==> config.mk <==
export PLATFORM = sky130hd
export DESIGN_NAME = fetch_redirect_flat
export DESIGN_NICKNAME = d
export VERILOG_FILES = /design/src/rtl/fetch_redirect_pkg.sv /design/src/rtl/fetch_redirect_if.sv /design/src/rtl/fetch_redirect_check.sv /design/src/rtl/fetch_redirect.sv /design/src/flat_wrapper.sv
export SDC_FILE = /design/constraint.sdc
export NUM_CORES = 1
export LEC_CHECK = 0
export BUFFER_PORTS_ARGS = -buffer_cell sky130_fd_sc_hd__buf_2
export CORE_ASPECT_RATIO = 1.75
export CORE_MARGIN = 2
export CORE_UTILIZATION = 26
export DETAILED_ROUTE_END_ITERATION = 8
export PLACE_DENSITY = 0.65
export SETUP_SLACK_MARGIN = 0.1
export SLEW_MARGIN = 25
export SYNTH_ARGS = -nofsm -noshare
export SYNTH_HDL_FRONTEND = slang
export SYNTH_SLANG_ARGS = --single-unit
==> constraint.sdc <==
create_clock -name clk -period 2 [get_ports clk]
set_input_delay 0.2 -clock clk [delete_from_list [all_inputs] [get_ports clk]]
set_output_delay 0.2 -clock clk [all_outputs]
set_load 0.02 [all_outputs]
==> src/rtl/fetch_redirect_pkg.sv <==
// fetch_pkg: shared FSM state type and reset constant for the fetch redirect unit
package fetch_pkg;
   typedef enum logic [1:0] {
      BOOT    = 2'd0,
      RUN     = 2'd1,
      RECOVER = 2'd2
   } fetch_state_e;
   localparam logic [31:0] RESET_PC_DEFAULT = 32'h0000_0000;
endpackage

==> src/rtl/fetch_redirect_if.sv <==
// fetch_redirect_if: predictor, EX-resolution, fetch and predictor-update signals of the fetch redirect unit
interface fetch_redirect_if;
   logic [31:0] predicted_pc;
   logic        prediction;
   logic        stall;
   logic        ex_valid;
   logic [31:0] ex_pc;
   logic        ex_taken;
   logic [31:0] ex_target;
   logic        ex_pred_taken;
   logic [31:0] ex_pred_pc;
   logic [31:0] current_pc;
   logic        if_valid;
   logic        if_pred_taken;
   logic [31:0] if_pred_pc;
   logic        is_control_flow;
   logic        is_correct;
   logic [31:0] pc_to_update;
   logic [31:0] branch_target;
   logic        flush;
   modport master (
      output predicted_pc, prediction, stall, ex_valid, ex_pc, ex_taken, ex_target, ex_pred_taken, ex_pred_pc,
      input  current_pc, if_valid, if_pred_taken, if_pred_pc, is_control_flow, is_correct, pc_to_update,
             branch_target, flush
   );
   modport slave (
      input  predicted_pc, prediction, stall, ex_valid, ex_pc, ex_taken, ex_target, ex_pred_taken, ex_pred_pc,
      output current_pc, if_valid, if_pred_taken, if_pred_pc, is_control_flow, is_correct, pc_to_update,
             branch_target, flush
   );
endinterface

==> src/rtl/fetch_redirect_check.sv <==
// redirect_check: detects a mispredicted EX control-flow instruction and selects the corrected fetch PC
module redirect_check (
   input  logic        ex_valid,
   input  logic        run,
   input  logic [31:0] ex_pc,
   input  logic        ex_taken,
   input  logic [31:0] ex_target,
   input  logic        ex_pred_taken,
   input  logic [31:0] ex_pred_pc,
   output logic        mispredict,
   output logic [31:0] redirect_pc
);
   // direction wrong, or taken with the wrong predicted target; +4 wraps naturally at 32 bits
   always_comb begin
      mispredict  = ex_valid & run & ((ex_pred_taken != ex_taken) | (ex_taken & (ex_pred_pc != ex_target)));
      redirect_pc = ex_taken ? ex_target : ex_pc + 32'd4;
   end
endmodule

==> src/rtl/fetch_redirect.sv <==
// fetch_redirect: PC generation with mispredict recovery (BOOT/RUN/RECOVER); FETCH_STATS_EN adds branch/mispredict counters
module fetch_redirect
   import fetch_pkg::*;
#(
   parameter logic [31:0] RESET_PC = RESET_PC_DEFAULT
) (
   input  logic clk,
   input  logic reset,
   fetch_redirect_if.slave bus
`ifdef FETCH_STATS_EN
   ,
   output logic [31:0] branch_count,
   output logic [31:0] mispredict_count
`endif
);
   fetch_state_e state, state_nxt;
   logic [31:0]  pc, pc_nxt, redirect_pc;
   logic         mispredict, run;

   assign run = (state == RUN);

   redirect_check u_check (
      .ex_valid      (bus.ex_valid),
      .run           (run),
      .ex_pc         (bus.ex_pc),
      .ex_taken      (bus.ex_taken),
      .ex_target     (bus.ex_target),
      .ex_pred_taken (bus.ex_pred_taken),
      .ex_pred_pc    (bus.ex_pred_pc),
      .mispredict    (mispredict),
      .redirect_pc   (redirect_pc)
   );

   // state and PC registers; reset discards any pending redirect
   always_ff @(posedge clk or posedge reset) begin
      if (reset) begin
         state <= BOOT;
         pc    <= RESET_PC;
      end else begin
         state <= state_nxt;
         pc    <= pc_nxt;
      end
   end

   // next state, PC priority (mispredict > stall > prediction) and all outward signals
   always_comb begin
      state_nxt           = (run && mispredict) ? RECOVER : RUN;
      pc_nxt              = mispredict ? redirect_pc : (state == BOOT || bus.stall) ? pc : bus.predicted_pc;
      bus.current_pc      = pc;
      bus.if_valid        = (state != BOOT);
      bus.if_pred_taken   = bus.prediction;
      bus.if_pred_pc      = bus.predicted_pc;
      bus.is_control_flow = bus.ex_valid & run;
      bus.is_correct      = bus.ex_taken;
      bus.pc_to_update    = bus.ex_pc;
      bus.branch_target   = bus.ex_target;
      bus.flush           = mispredict;
   end

`ifdef FETCH_STATS_EN
   // free-running wrap-around counters of predictor updates and mispredicts
   always_ff @(posedge clk or posedge reset) begin
      if (reset) begin
         branch_count     <= 32'd0;
         mispredict_count <= 32'd0;
      end else begin
         if (bus.is_control_flow) branch_count <= branch_count + 32'd1;
         if (mispredict) mispredict_count <= mispredict_count + 32'd1;
      end
   end
`endif
endmodule

==> src/flat_wrapper.sv <==
// flat-port wrapper written by rule: the top's interface ports become plain ports
module fetch_redirect_flat import fetch_pkg::*;
#(
   parameter logic [31:0] RESET_PC = RESET_PC_DEFAULT
)
  (clk, reset, bus_predicted_pc, bus_prediction, bus_stall, bus_ex_valid, bus_ex_pc, bus_ex_taken, bus_ex_target, bus_ex_pred_taken, bus_ex_pred_pc, bus_current_pc, bus_if_valid, bus_if_pred_taken, bus_if_pred_pc, bus_is_control_flow, bus_is_correct, bus_pc_to_update, bus_branch_target, bus_flush);
  fetch_redirect_if bus_i ();
  input  logic clk;
  input  logic reset;
  input wire logic [$bits(bus_i.predicted_pc)-1:0] bus_predicted_pc;
  input wire logic [$bits(bus_i.prediction)-1:0] bus_prediction;
  input wire logic [$bits(bus_i.stall)-1:0] bus_stall;
  input wire logic [$bits(bus_i.ex_valid)-1:0] bus_ex_valid;
  input wire logic [$bits(bus_i.ex_pc)-1:0] bus_ex_pc;
  input wire logic [$bits(bus_i.ex_taken)-1:0] bus_ex_taken;
  input wire logic [$bits(bus_i.ex_target)-1:0] bus_ex_target;
  input wire logic [$bits(bus_i.ex_pred_taken)-1:0] bus_ex_pred_taken;
  input wire logic [$bits(bus_i.ex_pred_pc)-1:0] bus_ex_pred_pc;
  output wire logic [$bits(bus_i.current_pc)-1:0] bus_current_pc;
  output wire logic [$bits(bus_i.if_valid)-1:0] bus_if_valid;
  output wire logic [$bits(bus_i.if_pred_taken)-1:0] bus_if_pred_taken;
  output wire logic [$bits(bus_i.if_pred_pc)-1:0] bus_if_pred_pc;
  output wire logic [$bits(bus_i.is_control_flow)-1:0] bus_is_control_flow;
  output wire logic [$bits(bus_i.is_correct)-1:0] bus_is_correct;
  output wire logic [$bits(bus_i.pc_to_update)-1:0] bus_pc_to_update;
  output wire logic [$bits(bus_i.branch_target)-1:0] bus_branch_target;
  output wire logic [$bits(bus_i.flush)-1:0] bus_flush;
  assign bus_i.predicted_pc = bus_predicted_pc;
  assign bus_i.prediction = bus_prediction;
  assign bus_i.stall = bus_stall;
  assign bus_i.ex_valid = bus_ex_valid;
  assign bus_i.ex_pc = bus_ex_pc;
  assign bus_i.ex_taken = bus_ex_taken;
  assign bus_i.ex_target = bus_ex_target;
  assign bus_i.ex_pred_taken = bus_ex_pred_taken;
  assign bus_i.ex_pred_pc = bus_ex_pred_pc;
  assign bus_current_pc = bus_i.current_pc;
  assign bus_if_valid = bus_i.if_valid;
  assign bus_if_pred_taken = bus_i.if_pred_taken;
  assign bus_if_pred_pc = bus_i.if_pred_pc;
  assign bus_is_control_flow = bus_i.is_control_flow;
  assign bus_is_correct = bus_i.is_correct;
  assign bus_pc_to_update = bus_i.pc_to_update;
  assign bus_branch_target = bus_i.branch_target;
  assign bus_flush = bus_i.flush;
  fetch_redirect #(.RESET_PC(RESET_PC)) u_core (.clk(clk), .reset(reset), .bus(bus_i));
endmodule
==> summary.md, run 1 <==
| Metric | Value |
|---|---|
| Gate Count Post-Synth | between 300 and 400 |
| Ports placed on the boundary | ~270 |
| # H-tree levels | 2 |
| Final-layout worst hold slack | between 0.2 and 0.25 ns |
| Commonest cells in the netlist | 98 x buf_4, 85 x mux2i_1, 34 x dfrtp_1, 34 x xor2_1, 25 x xnor2_1 |
| Number of nets still failing antenna checks after routing | 0 |
| Worst IR Drop VDD | approximately 0.00034 V |
| Full die area | ~15000 um^2 |
| Result of the run | finished clean |
| Number of iterations in the first detailed-routing pass | 4 |
| Wire length of the first global-routing pass | around 18 mm |
| Category of the critical setup timing path | in2out |
| Total overflow reported by the global router | 0 |
| Post-synthesis sequential area ratio | a little under a quarter |
| Synth top area share | between 20% and 30% |
| Number of fill cells | 1439 |
| Syn Std Cell Area | 3580 um^2 |
| CP delay by family, top | simple AND/OR/NAND/NOR gates |
| Synth Net Count | between 500 and 600 |
| Maximum count of clock buffers along a single path | 2 |
| Synthesis warning total | 0 |
| Depth of the worst register-to-register path | 5 |
| Worst rel slew slack | between 50% and 60% |
| Core area | between 10000 and 15000 um^2 |
| Dominant cell by count in the synthesized netlist | buf_4 |
| Arrival @ worst endpoint | around 1.6 ns |
| Final-report max-slew violation count | 0 |
| Unique cell type count in the Yosys netlist | 30 |
| Half-perimeter wire length after detailed placement | around 10 mm |
| Post-detailed-placement cell area | ~4400 um^2 |
| Num rows | 56 |
| Crit start category | primary input |
| Yosys top cell by area | dfrtp_1 |
| Post-route non-filler standard cell count | roughly 730 |
| Unrepaired setup endpoints after global routing | false |
| Clock period minus final worst setup slack | about 1.8 ns |
| Pre-CTS setup slack | -0.122 ns |
| Number of stages on the worst setup path | 7 |
| Slowest cell on crit path | nor4_2 |
| Critical path fanouts, max | 3 |
| Initial core utilization | a little over a quarter |
| Via count | between 3000 and 4000 |
| Post-CTS clock slew at the launch and capture registers of the worst setup and hold paths | 0.06 ns |
| Leading cell types by total area after synthesis | dfrtp_1 24%, mux2i_1 24%, buf_4 21% |
| P_leak | ~2.5 nW |
| Slowest stage delay, CP | 0.37 ns |
| EDFF count, synth | 0 |
| TritonCTS clock tree | built |
| Sequence of cells on the critical path | buf_2 > xor2_1 > nor4_2 > nand4_1 > nor3_4 > nor2_2 > buf_4 |
| Async set-or-reset flop fraction in the synthesized netlist | between 90% and 100% |
| Power Dens Cells | around 660 nW/um^2 |
| Worst slew pin tran | approximately 0.7 ns |
| Via count of the first global-routing pass | around 3100 |
| Crit path buf inv count | 2 |
| Final Net Count | 692 |
| Max Fclk | 0.568 GHz |
| CTS root buffer | clkbuf_16 |
| Die Y | roughly 160 um |
| Worst Setup Slack, final | between 0.2 and 0.25 ns |
| Mapped Avg Cell Area | roughly 9.4 um^2 |
| Count of final setup violators | 0 |
| Signed area change from the synthesized netlist to the final layout | 29.8% |
| Initial antenna violation count | 0 |
| Final estimated routing congestion in global placement | 0.784 |
| Max-cap violations | 0 |
| DRC Markers | 0 |
| GRT Overall Usage | 15.9% |
| Clock tree sinks | 34 |
| Clock latency on the worst-skew pair | ~0.28 ns |
| Share of post-route cells with drive strength above 1 | a little over half |
| Number of clock buffers inserted by TritonCTS | 5 |
| Post-route design area | between 4000 and 5000 um^2 |
| Pin count of the biggest net entering global routing | 26 |
| Width of the die | about 90 um |
| Class of the tightest hold or removal check | in2reg |
| Final period util | between 80% and 90% |
| Number of antenna diodes | 0 |
| Most common flop cell mapped by yosys | dfrtp_1 |
| #FFs+latches synth | 34 |
| Per-cell routed wire length | about 17 um |
| Routed wire length | ~12 mm |
| Worst Setup End Kind | output port |
| IO Port Bufs | between 200 and 300 |
| Final Hold Viols | 0 |
| Routed via count divided by cell count | around 4.4 |
| Detailed Route Iter0 Violations | 87 |
| Cells after DPL | roughly 700 |
| Hold depth | 3 |
| Utilization after layout | around a third |
| Required time of the critical path | about 1.8 ns |
| Final Skew | 0.00755 ns |
## what timing repair did
item	CTS	global route
gates resized for setup	1	4
pin swaps	0	2
setup endpoints to repair	1	1
endpoints found under the hold margin	16	0
hold buffers	1	0
buffers inserted	0	1
## worst reg2reg max path, cell delays in order (launching register included)
cell	delay, ns
dfrtp_1	0.36
and3b_1	0.26
o21ai_0	0.22
nor2_4	0.25
buf_4	0.25
mux2i_1	0.21
## kinds of logic (layout without fill, tap and decap cells)
kind of cell	after synthesis	in the layout	share of synthesized area, %
buffers and inverters	116	293	23.5
xor gates and xnor gates	59	59	14.4
muxes	87	87	24.4
and+or+nand+nor	71	71	11.8
DFF	34	34	23.8
AOI/OAI and AO/OA	12	12	1.68
adders and majority gates	1	1	0.350
## metrics by stage
stage | setup TNS (ns) | power [W]
2_1_floorplan | 0 | 0.00177
3_3_place_gp | -3.42 | 0.00219
3_5_place_dp | -2.85 | 0.00220
4_1_cts | 0 | 0.00313
5_1_grt | 0 | 0.00327
6_report | 0 | 0.00307
## area by class of cell
cell class	instances	area, um^2	area share (%)
clock buffers	5	125	2.69
flip-flops and latches	34	851	18.3
multi-input cells	230	1910	41.2
clock inverters	3	40.0	0.862
inverters	6	22.5	0.485
well taps	174	218	4.69
repair buffers	279	1470	31.7
## worst paths after layout
check,slack (ns),end,startpoint
setup / recovery,0.24,bus_flush,bus_ex_target[31]
hold / removal,0.21,u_core.bus.current_pc[19],bus_predicted_pc[19]
setup reg to reg,0.38,u_core.bus.current_pc[24],u_core.state[1]
hold reg to reg,0.56,u_core.bus.current_pc[3],u_core.bus.current_pc[3]
max in group asynchronous,0.84,u_core.bus.current_pc[29],reset
min in group asynchronous,0.51,u_core.bus.current_pc[27],reset
## flip-flops by register name (all words and copies together) (netlist names)
signal                 cells
u_core.bus.current_pc     32
u_core.state               2
## cell usage in the layout (no fill, tap or decap)
master,count
xor2_1,34
nand2_1,9
a21oi_1,9
or2_2,1
buf_12,3
nand4_1,10
nand3_1,14
o21ai_0,3
buf_2,264
bufinv_16,1
nor4_1,5
nor2_2,1
inv_1,5
nand2b_2,1
mux2_2,2
dlygate4sd3_1,1
dfrtp_1,34
ha_1,1
and3_1,4
clkinv_2,2
and3b_1,1
nor2_1,12
nand3_4,1
nor2_4,1
buf_4,11
or3_1,1
xnor2_1,25
clkinv_1,1
clkbuf_16,5
mux2i_1,85
nor3_4,1
nor3_1,3
nand3_2,1
nor4_4,2
nor4_2,2
nor3_2,1
## per-layer routing
| metal | vias to the layer above | share of wire (%) | GRT usage, % |
|---|---|---|---|
| met3 | 8 | 5.3 | 1.70 |
| li1 | 1551 | - | - |
| met2 | 138 | 54 | 30.5 |
| met4 | 0 | 1.2 | 4.28 |
| met1 | 1508 | 39 | 18.3 |
| met5 | - | 0 | 0 |
## power breakdown
group / total [W] / internal, W / switching, W
clock network: 0.000896 / 0.000584 / 0.000312
registers: 0.000896 / 0.000825 / 0.0000714
logic: 0.00128 / 0.000506 / 0.000775
total: 0.00307 / 0.00191 / 0.00116
(Power assumes the default switching activity.)
==> run 2: changes to the inputs <==
--- a/config.mk
+++ b/config.mk
@@ -5,13 +5,12 @@
 export SDC_FILE = /design/constraint.sdc
 export NUM_CORES = 1
 export LEC_CHECK = 0
-export BUFFER_PORTS_ARGS = -buffer_cell sky130_fd_sc_hd__buf_2
 export CORE_ASPECT_RATIO = 1.75
 export CORE_MARGIN = 2
 export CORE_UTILIZATION = 26
 export DETAILED_ROUTE_END_ITERATION = 8
-export PLACE_DENSITY = 0.65
-export SETUP_SLACK_MARGIN = 0.1
+export DONT_BUFFER_PORTS = 1
+export PLACE_DENSITY = 0.48
 export SLEW_MARGIN = 25
 export SYNTH_ARGS = -nofsm -noshare
 export SYNTH_HDL_FRONTEND = slang
==> run 2 against run 1 <==
Against the previous run:
- routed wire length shrank 9.0%
- critical path depth fell by 2
- design area is 28% lower
- setup slack worse by 0.044 ns
- power shrank 21%
==> summary.md, run 2 (synthesis results as in run 1) <==
| Metric | Value |
|---|---|
| Result of the run | finished clean |
| Final Skew | 0.00480 ns (-0.00275 ns) |
| Cells after DPL | 458 (-36%) |
| Routed wire length | 11.0 mm (-9.0%) |
| Number of clock buffers inserted by TritonCTS | 5 (unchanged) |
| Initial antenna violation count | 0 (unchanged) |
| R2r endpoint | u_core.bus.current_pc[10] |
| Post-CTS Setup Inserts | 0 (unchanged) |
| DRC Markers | 0 (unchanged) |
| GRT Overall Usage | 14.7% (-1.2 points) |
| Category of the critical setup timing path | reg2reg |
| Worst slew pin tran | 0.687 ns (-0.0250 ns) |
| Worst rel slew slack | 53.9% (+1.7 points) |
| Clock latency on the worst-skew pair | 0.28 ns (about the same) |
| Final Net Count | 428 (-38%) |
| Via count | 2280 (-29%) |
| Power Dens Cells | 731 nW/um^2 (+10%) |
| Sum of negative setup slack | 0 ns (unchanged) |
| Full die area | 14800 um^2 (unchanged) |
| Wire length of the first global-routing pass | 15.9 mm (-11%) |
| Initial core utilization | 26.6% (unchanged) |
| Detailed Route Iter0 Violations | 55 (-37%) |
| IO Port Bufs | 0 (-100%) |
| Final estimated routing congestion in global placement | 0.754 (-3.8%) |
| Post-CTS clock slew at the launch and capture registers of the worst setup and hold paths | 0.06 ns (about the same) |
| Worst reg2reg setup slack | 0.20 ns (-0.18 ns) |
| Clock period minus final worst setup slack | 1.80 ns (+0.0441 ns) |
| Depth of the worst register-to-register path | 5 (unchanged) |
| Signed area change from the synthesized netlist to the final layout | -7.17% |
| Clock tree sinks | 34 (unchanged) |
| CTS root buffer | clkbuf_16 |
| Sequence of cells on the critical path | or2_2 > nand2b_2 > buf_12 > mux2_2 > mux2_2 |
| Number of iterations in the first detailed-routing pass | 4 (unchanged) |
| Final period util | 90.2% (+2.2 points) |
| Slowest cell on crit path | dfrtp_1 |
| Die Y | 159 um (unchanged) |
| Share of post-route cells with drive strength above 1 | 10.9% (-43 points) |
| Via count of the first global-routing pass | 2523 (-19%) |
| Worst Setup End Kind | flop |
| Leading cell types in the layout, fill and taps excluded | 85 x mux2i_1, 34 x xor2_1, 34 x dfrtp_1 |
| Pin count of the biggest net entering global routing | 45 (+73%) |
| Ports placed on the boundary | 268 (unchanged) |
| Crit start category | flop |
| Largest register FFs | 32 (unchanged) |
| Unrepaired setup endpoints after global routing | false |
| CP delay by family, top | multiplexers |
| Hold depth | 2 (-1) |
| Half-perimeter wire length after detailed placement | 9.01 mm (-12%) |
| Startpoint of the most critical register-to-register path | u_core.state[0] |
| Hold path start | bus_predicted_pc[17] |
| Leading cell type in the layout, fill and taps excluded | mux2i_1 |
| Per-cell routed wire length | 23.6 um (+42%) |
| Number of antenna diodes | 0 (unchanged) |
| Slowest stage delay, CP | 0.37 ns (about the same) |
| Maximum count of clock buffers along a single path | 2 (unchanged) |
| TritonCTS clock tree | built |
| Width of the die | 92.7 um (unchanged) |
| Routed via count divided by cell count | 4.88 (+11%) |
| Core area | 13500 um^2 (unchanged) |
| Worst IR Drop VDD | 0.000237 V (-31%) |
| Endpoint, Worst Hold | u_core.bus.current_pc[17] |
| Count of final setup violators | 0 (unchanged) |
| P_leak | 1.39 nW (-43%) |
| Num rows | 56 (unchanged) |
| Critical path fanouts, max | 17 (+14) |
| Final-report max-slew violation count | 0 (unchanged) |
| Post-route non-filler standard cell count | 467 (-36%) |
| Max Fclk | 0.554 GHz (-2.4%) |
| Max-cap violations | 0 (unchanged) |
| Number of fill cells | 1496 (+4.0%) |
| Required time of the critical path | 2.16 ns (+0.36 ns) |
| Total overflow reported by the global router | 0 (unchanged) |
| # H-tree levels | 2 (unchanged) |
| Class of the tightest hold or removal check | in2reg |
| Final Hold Viols | 0 (unchanged) |
| Crit path buf inv count | 1 (-1) |
| Most used cell along the critical path | mux2_2 |
| Number of nets still failing antenna checks after routing | 0 (unchanged) |
| Arrival @ worst endpoint | 1.97 ns (+0.41 ns) |
==> run 2: layout make-up <==
type	instances	area (um^2)	share of cell area, %
Timing Repair Buffer	15	190	5.73
Inverter	6	22.5	0.678
Multi-Input combinational cell	230	1890	57.0
Tap cell	174	218	6.55
Clock inverter	1	5.00	0.151
Clock buffer	7	143	4.29
Sequential cell	34	851	25.6
==> run 2: power breakdown <==
part	internal [W]	switching (W)	leakage (nW)	total, W
registers	0.000824	0.000266	0.397	0.00109
logic	0.000266	0.000254	0.924	0.000520
clock network	0.000495	0.000322	0.0739	0.000817
total	0.00158	0.000842	1.39	0.00243
==> run 2: worst max path at each step <==
stage                             from                   endpoint  cells after the start
floorplan              u_core.state[1]  u_core.bus.current_pc[10]                      4
global placement     bus_ex_target[31]  u_core.bus.current_pc[26]                      8
detailed placement  bus_ex_pred_pc[30]  u_core.bus.current_pc[29]                      8
CTS                    u_core.state[0]  u_core.bus.current_pc[10]                      5
global route         bus_ex_target[31]                  bus_flush                      6
finish                 u_core.state[0]  u_core.bus.current_pc[10]                      5
==> run 2: layer usage <==
metal / vias up / global-route usage [%] / part of all wire (%)
li1: 1019 / - / -
met1: 1112 / 16.6 / 38
met2: 141 / 27.5 / 55
met3: 8 / 2.56 / 6.0
met4: 0 / 4.68 / 1.5
met5: - / 0 / 0
==> run 2: worst register-to-register path, delay by kind of cell, from the launching register on <==
kind / cells / cell delay [ns]
buffers and inverters: 1 / 0.18
AND/OR/NAND/NOR: 2 / 0.49
multiplexers: 2 / 0.66
flip-flops: 1 / 0.37
==> run 2: timing repair <==
item                      CTS  global route
gates resized for setup     0             0
hold endpoints to repair   15             0
hold buffers                1             0
==> run 2: metrics by stage <==
stage / setup slack, ns / hold WS (ns) / total power (W) / utilization [%] / area (um^2)
global route: 0.139 / 0.106 / 0.00256 / 24.7 / 3320
global placement: 0.0757 / 0.131 / 0.00162 / 23.5 / 3160
detailed placement: 0.0776 / 0.145 / 0.00164 / 23.5 / 3160
finish: 0.195 / 0.111 / 0.00243 / 24.7 / 3320
CTS: 0.200 / 0.102 / 0.00248 / 24.7 / 3320
floorplan: 0.328 / 0.342 / 0.00177 / - / 3580
==> run 3: changes to the inputs <==
--- a/config.mk
+++ b/config.mk
@@ -5,6 +5,7 @@
 export SDC_FILE = /design/constraint.sdc
 export NUM_CORES = 1
 export LEC_CHECK = 0
+export ABC_AREA = 1
 export CORE_ASPECT_RATIO = 1.75
 export CORE_MARGIN = 2
 export CORE_UTILIZATION = 26
==> run 3 against run 2 <==
Against the previous run:
- clock power is 2.4% lower
- utilization decreased by 0.42 points
- cell count increased by 74%
- critical path type is now reg2out
- critical endpoint is now bus_flush
- largest power group unchanged
- highest routed layer unchanged
==> summary.md, run 3 <==
| Metric | Value |
|---|---|
| Final Skew | 0.00574 ns (+0.000938 ns) |
| Arrival @ worst endpoint | 1.62 ns (-0.35 ns) |
| Number of nets still failing antenna checks after routing | 0 (unchanged) |
| # H-tree levels | 2 (unchanged) |
| Die Y | 173 um (+8.4%) |
| Hold Buf Count CTS | 1 (unchanged) |
| Hold path start | bus_predicted_pc[17] |
| Dominant cell by count in the synthesized netlist | nand2_1 |
| Final-report max-slew violation count | 0 (unchanged) |
| Total overflow reported by the global router | 0 (unchanged) |
| Worst Setup End Kind | output port |
| Required time of the critical path | 1.80 ns (-0.36 ns) |
| Share of post-route cells with drive strength above 1 | 4.50% (-6.4 points) |
| Pin count of the biggest net entering global routing | 46 (+2.2%) |
| Ports placed on the boundary | 268 (unchanged) |
| Critical path fanouts, max | 45 (+28) |
| Synthesis warning total | 0 (unchanged) |
| Power Dens Cells | 647 nW/um^2 (-11%) |
| TritonCTS clock tree | built |
| Post-synthesis sequential area ratio | 20.1% (-3.6 points) |
| Unique cell type count in the Yosys netlist | 29 (-3.3%) |
| Net Switching | 0.000954 W (+13%) |
| Worst Setup Slack, final | 0.179 ns (-0.0166 ns) |
| Detailed Route Iter0 Violations | 95 (+73%) |
| Clock tree sinks | 34 (unchanged) |
| Yosys top cell by area | dfrtp_1 |
| Final estimated routing congestion in global placement | 0.829 (+9.9%) |
| Signed area change from the synthesized netlist to the final layout | -8.74% |
| Cells after DPL | 802 (+75%) |
| Class of the tightest hold or removal check | in2reg |
| Result of the run | finished clean |
| Post-CTS Setup Inserts | 0 (unchanged) |
| Initial core utilization | 26.6% (about the same) |
| Via count of the first global-routing pass | 3965 (+57%) |
| P_leak | 2.06 nW (+48%) |
| Most common flop cell mapped by yosys | dfrtp_1 |
| Worst rel slew slack | 68.1% (+14 points) |
| Number of iterations in the first detailed-routing pass | 7 (+3) |
| Count of final setup violators | 0 (unchanged) |
| Final Hold Viols | 0 (unchanged) |
| Synth top area share | 20.1% (-3.6 points) |
| Mapped Avg Cell Area | 5.85 um^2 (-38%) |
| Clock latency on the worst-skew pair | 0.28 ns (about the same) |
| Wire length of the first global-routing pass | 24.1 mm (+51%) |
| Category of the critical setup timing path | reg2out |
| CTS root buffer | clkbuf_16 |
| Utilization after layout | 24.3% (-0.42 points) |
| Footprint of the multi-input gates | 2130 um^2 (+12%) |
| Synth Net Count | 858 (+66%) |
| Routed wire length | 16.3 mm (+48%) |
| Crit start category | flop |
| GRT Overall Usage | 18.8% (+4.1 points) |
| #FFs+latches synth | 34 (unchanged) |
| Number of fill cells | 1871 (+25%) |
| Cell-internal power | 0.00154 W (-2.9%) |
| Final period util | 91.1% (+0.83 points) |
| Core area | 15900 um^2 (+18%) |
| Leading cell types by total area after synthesis | dfrtp_1 20%, nand2_1 20%, buf_4 18% |
| Pre-CTS setup slack | 0.165 ns (+0.0872 ns) |
| Worst IR Drop VDD | 0.000265 V (+12%) |
| Max Fclk | 0.549 GHz (-0.91%) |
| Gate Count Post-Synth | 722 (+90%) |
| Num rows | 61 (+8.9%) |
| Number of clock buffers inserted by TritonCTS | 5 (unchanged) |
| IO Port Bufs | 0 (unchanged) |
| Clock group share of total power | 32.0% (-1.7 points) |
| Post-route non-filler standard cell count | 811 (+74%) |
| Width of the die | 100 um (+8.3%) |
| Largest register FFs | 32 (unchanged) |
| Initial antenna violation count | 0 (unchanged) |
| Number of antenna diodes | 0 (unchanged) |
| Startpoint of the most critical register-to-register path | u_core.state[1] |
| EDFF count, synth | 0 (unchanged) |
| Half-perimeter wire length after detailed placement | 13.6 mm (+51%) |
| Per-cell routed wire length | 20.1 um (-15%) |
| Leading cell type in the layout, fill and taps excluded | nand2_1 |
| Maximum count of clock buffers along a single path | 2 (unchanged) |
| Sum of negative setup slack | 0 ns (unchanged) |
| Max-cap violations | 0 (unchanged) |
| Final Net Count | 757 (+77%) |
| Unrepaired setup endpoints after global routing | false |
| Resized Gates After CTS | 0 (unchanged) |
| Commonest cells in the netlist | 223 x nand2_1, 102 x buf_4, 97 x inv_1 |
| Switching share of power | 38.3% (+3.6 points) |
| Leading cell types in the layout, fill and taps excluded | 222 x nand2_1, 97 x inv_1, 93 x nand3_1 |
| Source of the critical timing path | u_core.state[1] |
| Sequential Area | 851 um^2 (unchanged) |
| Part of the total power dissipated in combinational logic | 24.4% (+3.0 points) |
| Post-CTS clock slew at the launch and capture registers of the worst setup and hold paths | 0.06 ns (about the same) |
| Post-layout total power | 0.00249 W (+2.7%) |
| Via count | 3879 (+70%) |
| Syn Std Cell Area | 4220 um^2 (+18%) |
| Routed via count divided by cell count | 4.78 (-2.0%) |
| DRC Markers | 0 (unchanged) |
| Worst slew pin tran | 0.479 ns (-0.208 ns) |
| Clock period minus final worst setup slack | 1.82 ns (+0.0166 ns) |
| Async set-or-reset flop fraction in the synthesized netlist | 100% (unchanged) |
| Sequential cell fraction of total power | 43.6% (-1.3 points) |
| Full die area | 17300 um^2 (+17%) |
==> run 3: cell families after synthesis <==
logic type / share of synthesized area [%]
fa+ha+maj: 0.296
buf+inv: 29.5
mux: 0.711
flops: 20.1
compound gates: 5.93
xor+xnor: 3.32
simple gates: 40.1
==> run 3: layout make-up <==
class,count,share of cell area (%)
clock buffer,7,3.70
multi-input combinational,467,55.2
clock inverter,1,0.130
sequential,34,22.1
timing repair buffer,14,3.12
tap,189,6.14
inverter,99,9.64
==> run 3: critical path, stage by stage (launching register included) <==
cell and delay (ns):
dfrtp_1 0.36, inv_1 0.10, nand3_1 0.12, nor2_1 0.24, nand2_2 0.15, buf_12 0.20
inv_1 0.17
==> run 3: through the flow <==
step | hold slack (ns) | instance area, um^2
3_3_place_gp | 0.227 | 3700
2_1_floorplan | 0.342 | 4220
3_5_place_dp | 0.231 | 3700
4_1_cts | 0.0601 | 3850
5_1_grt | 0.0769 | 3850
6_report | 0.0649 | 3850
==> run 3: power groups by stage <==
stage	Clock (W)	Sequential, W	Combinational (W)
floorplan	0	0.00106	0.000767
global placement	0	0.00110	0.000617
detailed placement	0	0.00111	0.000616
CTS	0.000815	0.00109	0.000623
global route	0.000834	0.00111	0.000710
finish	0.000797	0.00109	0.000609
==> run 3: routing by layer <==
metal  GRT usage (%)  wire (um)  vias up  share of wire, %
met2            34.5       8780      144                54
met3            4.73       1100       24               6.7
li1                -          -     1932                 -
met4            7.53        500        0               3.1
met1            19.9       5930     1779                36
met5               0          0        -                 0
==> run 3: worst paths after layout <==
path                                             end  slack, ns  cells past startpoint
min in group asynchronous  u_core.bus.current_pc[17]       0.45                      3
max in group asynchronous  u_core.bus.current_pc[14]       1.19                      3
min                        u_core.bus.current_pc[17]       0.06                      2
min reg2reg                u_core.bus.current_pc[16]       0.65                      2
max                                        bus_flush       0.18                      6
max reg2reg                u_core.bus.current_pc[21]       0.42                      8
